[config.mk]
export PLATFORM = sky130hd
export DESIGN_NAME = pipelined_accumulator
export DESIGN_NICKNAME = d
export VERILOG_FILES = /design/src/rtl/pipelined_accumulator.sv
export SDC_FILE = /design/constraint.sdc
export NUM_CORES = 1
export LEC_CHECK = 0
export CAP_MARGIN = 0
export CORE_MARGIN = 2
export CORE_UTILIZATION = 60
export DETAILED_ROUTE_END_ITERATION = 10
export PLACE_DENSITY_LB_ADDON = 0.15
export SYNTH_ARGS = -nofsm -noshare
export SYNTH_HDL_FRONTEND = slang
export SYNTH_SLANG_ARGS = --single-unit
[constraint.sdc]
create_clock -name clk -period 6.8 [get_ports clk]
set_input_delay 1.02 -clock clk [delete_from_list [all_inputs] [get_ports clk]]
set_output_delay 1.02 -clock clk [all_outputs]
set_load 0.05 [all_outputs]
[src/rtl/pipelined_accumulator.sv]
// Walks a wrapping window of a synchronous-read memory and folds each word into
// an accumulator (add/sub/xor/umax), one element per cycle with a one-stage pipeline.
module pipelined_accumulator #(
  parameter int unsigned WIDTH  = 32,
  parameter int unsigned ADDR_W = 8
) (
  input  logic              clk,
  input  logic              reset,
  input  logic              start,
  input  logic [ADDR_W-1:0] base_addr,
  input  logic [ADDR_W:0]   length,
  input  logic [1:0]        mode,
  input  logic [WIDTH-1:0]  init_value,
  output logic [ADDR_W-1:0] mem_addr,
  input  logic [WIDTH-1:0]  mem_data,
  output logic [WIDTH-1:0]  out,
  output logic              busy,
  output logic              done,
  output logic              overflow
);

  localparam int unsigned CNT_W = ADDR_W + 1;

  typedef enum logic [1:0] {
    S_IDLE  = 2'd0,
    S_RUN   = 2'd1,
    S_DRAIN = 2'd2,
    S_DONE  = 2'd3
  } state_t;

  state_t             state_q, state_d;
  logic [CNT_W-1:0]   idx_q, idx_d;
  logic [CNT_W-1:0]   len_q, len_d;
  logic [1:0]         mode_q, mode_d;
  logic [ADDR_W-1:0]  addr_q, addr_d;
  logic [WIDTH-1:0]   acc_q, acc_d;
  logic               ovf_q, ovf_d;
  logic               valid_q, valid_d;
  logic               busy_q, busy_d;
  logic               done_q, done_d;
  logic [WIDTH-1:0]   sum, diff;

  assign sum  = acc_q + mem_data;
  assign diff = acc_q - mem_data;

  // Next-state, fold and issue logic; a start accept overrides the hold defaults.
  always_comb begin
    state_d = state_q;
    idx_d   = idx_q;
    len_d   = len_q;
    mode_d  = mode_q;
    addr_d  = addr_q;
    acc_d   = acc_q;
    ovf_d   = ovf_q;
    valid_d = (state_q == S_RUN);

    if (valid_q) begin
      unique case (mode_q)
        2'b00: begin
          acc_d = sum;
          if ((acc_q[WIDTH-1] == mem_data[WIDTH-1]) && (sum[WIDTH-1] != acc_q[WIDTH-1]))
            ovf_d = 1'b1;
        end
        2'b01: begin
          acc_d = diff;
          if ((acc_q[WIDTH-1] != mem_data[WIDTH-1]) && (diff[WIDTH-1] != acc_q[WIDTH-1]))
            ovf_d = 1'b1;
        end
        2'b10:   acc_d = acc_q ^ mem_data;
        default: acc_d = (mem_data > acc_q) ? mem_data : acc_q;
      endcase
    end

    unique case (state_q)
      S_IDLE, S_DONE: begin
        state_d = S_IDLE;
        if (start) begin
          len_d  = length;
          mode_d = mode;
          acc_d  = init_value;
          ovf_d  = 1'b0;
          idx_d  = '0;
          if (length != '0) begin
            state_d = S_RUN;
            addr_d  = base_addr;
          end else begin
            state_d = S_DONE;
          end
        end
      end
      S_RUN: begin
        if (idx_q == len_q - CNT_W'(1)) begin
          state_d = S_DRAIN;
        end else begin
          idx_d  = idx_q + CNT_W'(1);
          addr_d = addr_q + ADDR_W'(1);
        end
      end
      default: state_d = S_DONE;
    endcase

    busy_d = (state_d == S_RUN) || (state_d == S_DRAIN);
    done_d = (state_d == S_DONE);
  end

  always_ff @(posedge clk) begin
    if (reset) begin
      state_q <= S_IDLE;
      idx_q   <= '0;
      len_q   <= '0;
      mode_q  <= '0;
      addr_q  <= '0;
      acc_q   <= '0;
      ovf_q   <= 1'b0;
      valid_q <= 1'b0;
      busy_q  <= 1'b0;
      done_q  <= 1'b0;
    end else begin
      state_q <= state_d;
      idx_q   <= idx_d;
      len_q   <= len_d;
      mode_q  <= mode_d;
      addr_q  <= addr_d;
      acc_q   <= acc_d;
      ovf_q   <= ovf_d;
      valid_q <= valid_d;
      busy_q  <= busy_d;
      done_q  <= done_d;
    end
  end

  assign mem_addr = addr_q;
  assign out      = acc_q;
  assign busy     = busy_q;
  assign done     = done_q;
  assign overflow = ovf_q;

endmodule

# Word level (Yosys, flattened, before mapping)
# Cells that the tools add are included.
dict set report word_totals {
  register_bits 66
  latchBits 0
  ramBits 0
  mem_bits_ro 0
  inputBits 86
  out_inout_bits 43
  mem_count 0
}
dict set report classes {
  add_sub_neg 5
  multipliers 0
  div 0
  n_lt_le_gt_ge 1
  n_eq_ne 15
  n_shift 0
  muxes 22
  bitwise 1
  reduce_logical 11
}
# cell count
set ops {}
lappend ops {{$mux 32} 4}
lappend ops {{$pmux 32 s3} 1}
lappend ops {{$add 32x32->32} 1}
lappend ops {{$gt 32x32->1} 1}
lappend ops {{$sub 32x32->32} 1}
lappend ops {{$xor 32x32->32} 1}
lappend ops {{$mux 8} 3}
lappend ops {{$mux 9} 2}
lappend ops {{$pmux 9 s2} 1}
lappend ops {{$pmux 8 s2} 1}
lappend ops {{$add 9x1->9 const B} 1}
lappend ops {{$eq 9x9->1} 1}
lappend ops {{$reduce_bool 9->1} 1}
lappend ops {{$sub 9x1->9 const B} 1}
lappend ops {{$add 8x1->8 const B} 1}
lappend ops {{$eq 2x2->1 const B} 4}
lappend ops {{$eq 2x1->1 const B} 3}
lappend ops {{$mux 2} 3}
lappend ops {{$ne 2x2->1 const B} 3}
lappend ops {{$mux 1} 5}
lappend ops {{$logic_not 2->1} 2}
lappend ops {{$pmux 2 s2} 1}
lappend ops {{$reduce_and 4->1} 1}
lappend ops {{$ne 1x1->1} 3}
lappend ops {{8 further kinds} 9}

# Longest topological paths before layout
dict set report logic_depth {
  word_depth 8
  mapped_depth 16
  ltp_nobuf 14
}

# Least setup slack after synthesis
# Ideal clock, no wire load.
dict set report synth_path {
  path_kind {input to register}
  from {input port mem_data[0]}
  to {register acc_q[16], in the netlist out[16]}
  arrival_time_ns 3.560
  t_required_ns 6.680
  slack_ns 3.121
  cell_stages 14
  path_cell_list {ha_1 -> inv_1 -> fa_1 -> a21oi_2 -> nor3_2 -> nor3_2 -> o21ai_2 -> a41oi_4 -> o21a_4 -> buf_6 -> mux2_2 -> nand3_1 -> o21ai_0 -> o31a_1}
}
dict set report synth_via {
  elab_chain_cells 6
}
# element line
set synth_lines {}
lappend synth_lines {{start: declaration} 15} ;# input logic [WIDTH-1:0] mem_data,
lappend synth_lines {{$gt 32x32->1} 70} ;# default: acc_d = (mem_data > acc_q) ? mem_data : acc_q;
lappend synth_lines {{$mux 32} 70}
lappend synth_lines {{$pmux 32 s3 (*)} 58} ;# unique case (mode_q)
lappend synth_lines {{$mux 32 (*)} 57} ;# if (valid_q) begin
lappend synth_lines {{$mux 32} 77} ;# if (start) begin
lappend synth_lines {{$mux 32 (*)} 74} ;# unique case (state_q)
lappend synth_lines {{end signal: assignment} 113} ;# acc_q <= '0;
lappend synth_lines {{end signal: assignment} 124} ;# acc_q <= acc_d;
lappend synth_lines {{end: declaration} 36} ;# logic [WIDTH-1:0] acc_q, acc_d;
# Every way passes the cells marked *; elsewhere a longest branch is shown, timed or not.
# A chain may end at the register's enable or synchronous reset.

# Worst setup path in the final report
dict set report layout_path {
  from {input port mem_data[0]}
  to {register acc_q[28], in the netlist out[28]}
}
# The elaborated chain is that of the path after synthesis.

==> impl_metrics.py <==
metrics = {
    "timing": {
        "drv_slew": 0,
        "rsz0062_at_grt": "false",
        "fmax_mhz": 222,
        "fin_crit_sh_pct": 66.3,
        "setup_viol": 0,
        "min_period_ns": 4.51,
        "fin_skew_ns": 0.00963,
        "hold_viol": 0,
        "tightest_slew_ns": 1.13,
        "setup_tns_ns": 0,
        "slew_headroom_pct": 24.1,
    },
    "synth": {
        "netlist_instances": 1128,
        "synth_top_family_by_area": "compound AO/OA/AOI/OAI gates",
        "yosys.area_share.simple_pct": 24.4,
        "ys_ff_latch": 66,
        "synth_fp_nets": 1285,
        "muxShareOfSynthArea_pct": 1.59,
        "synthDistinctLibCells": 83,
        "synth-edff-count": 0,
        "postSynthAreaPerCell_sq_um": 7.03,
        "synth_compound_area_share_pct": 32.0,
        "synth_xor_xnor_area_share_pct": 5.75,
        "synth_fa_ha_area_share_pct": 11.4,
        "yosys.area.top_type": "dfxtp_1",
        "synth_top_area_share_pct": 16.7,
        "ys_async_sr_fraction_pct": 0,
        "yosys_warnings": 0,
        "synth_seq_area_share_pct": 16.7,
        "synthFlopType": "dfxtp_1",
        "synth_area_sq_mm": 0.00793,
        "yosys-top-cells-area": "dfxtp_1, ha_1, a21oi_1",
    },
    "routing": {
        "wl_um": 27300,
        "num_vias": 8958,
        "ant_nets": 0,
        "drc": 0,
        "drt_pass1_iterations": 6,
        "wl_per_cell_um": 19.8,
        "via_per_inst": 6.50,
        "first_iter_violations": 945,
    },
    "cts": {
        "clkTransAtPathRegs_ns": 0.06,
        "cts_buffers": 9,
        "clock_tree.htree_level_count": 3,
        "clock_path_buffers": 2,
        "post-cts-setup-buffers": 0,
        "cts.sinks": 66,
        "cts.repair.resized": 0,
        "cts-hold-fix-buffers": 0,
        "cts_tree": "built",
        "clock_latency_ns": 0.35,
        "cts-root-buf": "clkbuf_16",
    },
    "power_and_ir_drop": {
        "p_per_area_mw_per_mm2": 182,
        "p_leak_nw": 3.80,
        "peakVddDrop_v": 0.000160,
    },
    "min_path": {
        "min_path_type": "reg2reg",
        "holdPathStages": 2,
        "holdCritStartpoint": "len_q[7]",
        "holdPathEnd": "len_q[7]",
    },
    "die": {
        "die_width_um": 119,
        "core_area_sq_mm": 0.0128,
        "io_pins": 129,
        "die_height_um": 119,
        "rows": 41,
        "dieArea_sq_mm": 0.0141,
        "start_util_pct": 62.1,
    },
    "setup_path": {
        "worst-endpoint-required_ns": 7.04,
        "critPathLaunchType": "input pin",
        "rr_worst_depth": 14,
        "regToRegSetupSlack_ns": 3.12,
        "critPathCaptureType": "flop",
        "r2r-start": "out[0]",
        "worstSetupPathType": "in2reg",
        "r2r-end": "out[28]",
        "worstPathArrival_ns": 4.75,
        "critPathLaunch": "mem_data[0]",
        "cp_max_fo": 23,
    },
    "final_layout": {
        "final_cell_mix": "clkdlybuf4s50_1, nor2_1, a21oi_1",
        "layout_commonest_cell": "clkdlybuf4s50_1",
        "stdcell_area_sq_mm": 0.00940,
        "antenna_cells": 0,
        "nNetsFinal": 1359,
        "syn_to_final_growth_pct": 18.6,
        "drive_gt1_share_pct": 5.14,
    },
    "placement": {
        "place_congestion": 0.987,
        "place_hpwl_um": 19800,
        "dpl-instance-area_sq_mm": 0.00913,
        "io_buffers": 128,
    },
    "grt": {
        "antenna_found_initial": 0,
        "overflow": 0,
        "grt_pass1_wl_um": 43000,
        "grt_start_max_net_pins": 55,
        "grt_pass1_vias": 8324,
        "track_usage_pct": 37.5,
    },
    "job": {
        "cap_violations": 0,
    },
    "outcome": {
        "outcome": "completed",
    },
}
## logic make-up (layout without fill, tap and decap cells)
logic type | count (synthesis) | after routing
flops | 66 | 66
xor+xnor | 52 | 52
simple gates | 400 | 400
buf+inv | 149 | 228
compound gates | 378 | 378
mux | 12 | 12
fa+ha+maj | 71 | 71
## state kept, by name (all words and copies together) (netlist names)
register  count
len_q         9
out          32
mode_q        2
overflow      1
mem_addr      8
idx_q         9
busy          1
done          1
valid_q       1
state_q       2
## how the worst max path moves through the flow
stage	end	slack, ns	cells past startpoint
finish	out[28]	2.29	14
global route	out[6]	2.09	13
CTS	out[28]	2.34	14
detailed placement	out[28]	1.99	14
global placement	out[28]	2.12	14
floorplan	out[16]	3.12	14
## report_power, final
part / total [W] / internal [W] / switching (W)
logic: 0.000817 / 0.000315 / 0.000502
registers: 0.000455 / 0.000415 / 0.0000397
clock network: 0.000442 / 0.000247 / 0.000194
## cell type report
type                    count  area [sq um]
clock inverters             6          42.5
inverters                  74           278
fillers                  1029          3380
flip-flops and latches     66          1320
well taps                 172           215
clock buffers              10           229
multi-input cells         913          5960
repair buffers            138          1350
## synth_stat cells (all sizes together), types with 13 or more instances
cell type  instances
nor2             119
a21oi            107
nand2             92
o21ai             84
inv               73
ha                69
dfxtp             66
nor3              58
clkbuf            43
xnor2             35
nand3             34
buf               32
a21o              19
a211oi            18
xor2              17
nor2b             16
a31oi             15
a221oi            14
nand2b            13
## per-layer routing
layer	share of wire [%]	track usage [%]	routed length, um	vias to the layer above
met5	0	0	0	-
met4	3.7	15.7	1000	0
met3	9.4	7.71	2560	82
met2	45	59.7	12200	483
met1	42	49.3	11500	4154
li1	-	-	-	4239
## through the flow
stage	total power [W]	hold WS (ns)	utilization, %	setup slack [ns]	std cells
floorplan	0.00104	0.448	-	3.12	1128
global placement	0.00125	0.457	71.4	2.12	1363
detailed placement	0.00126	0.465	71.4	1.99	1363
CTS	0.00170	0.472	73.6	2.34	1379
global route	0.00180	0.500	73.6	2.09	1379
finish	0.00171	0.468	73.6	2.29	1379
## critical path, stage by stage
cell and delay, ns:
clkdlybuf4s50_1 0.54, ha_1 0.19, inv_1 0.05, fa_1 0.42, a21oi_2 0.22, nor3_2 0.08, nor3_2 0.33, o21ai_2 0.19
a41oi_4 0.35, o21a_4 0.40, nor2_1 0.23, a221o_1 0.41, a21o_1 0.15, a22o_1 0.17
Power figures use the tool's default switching activity.
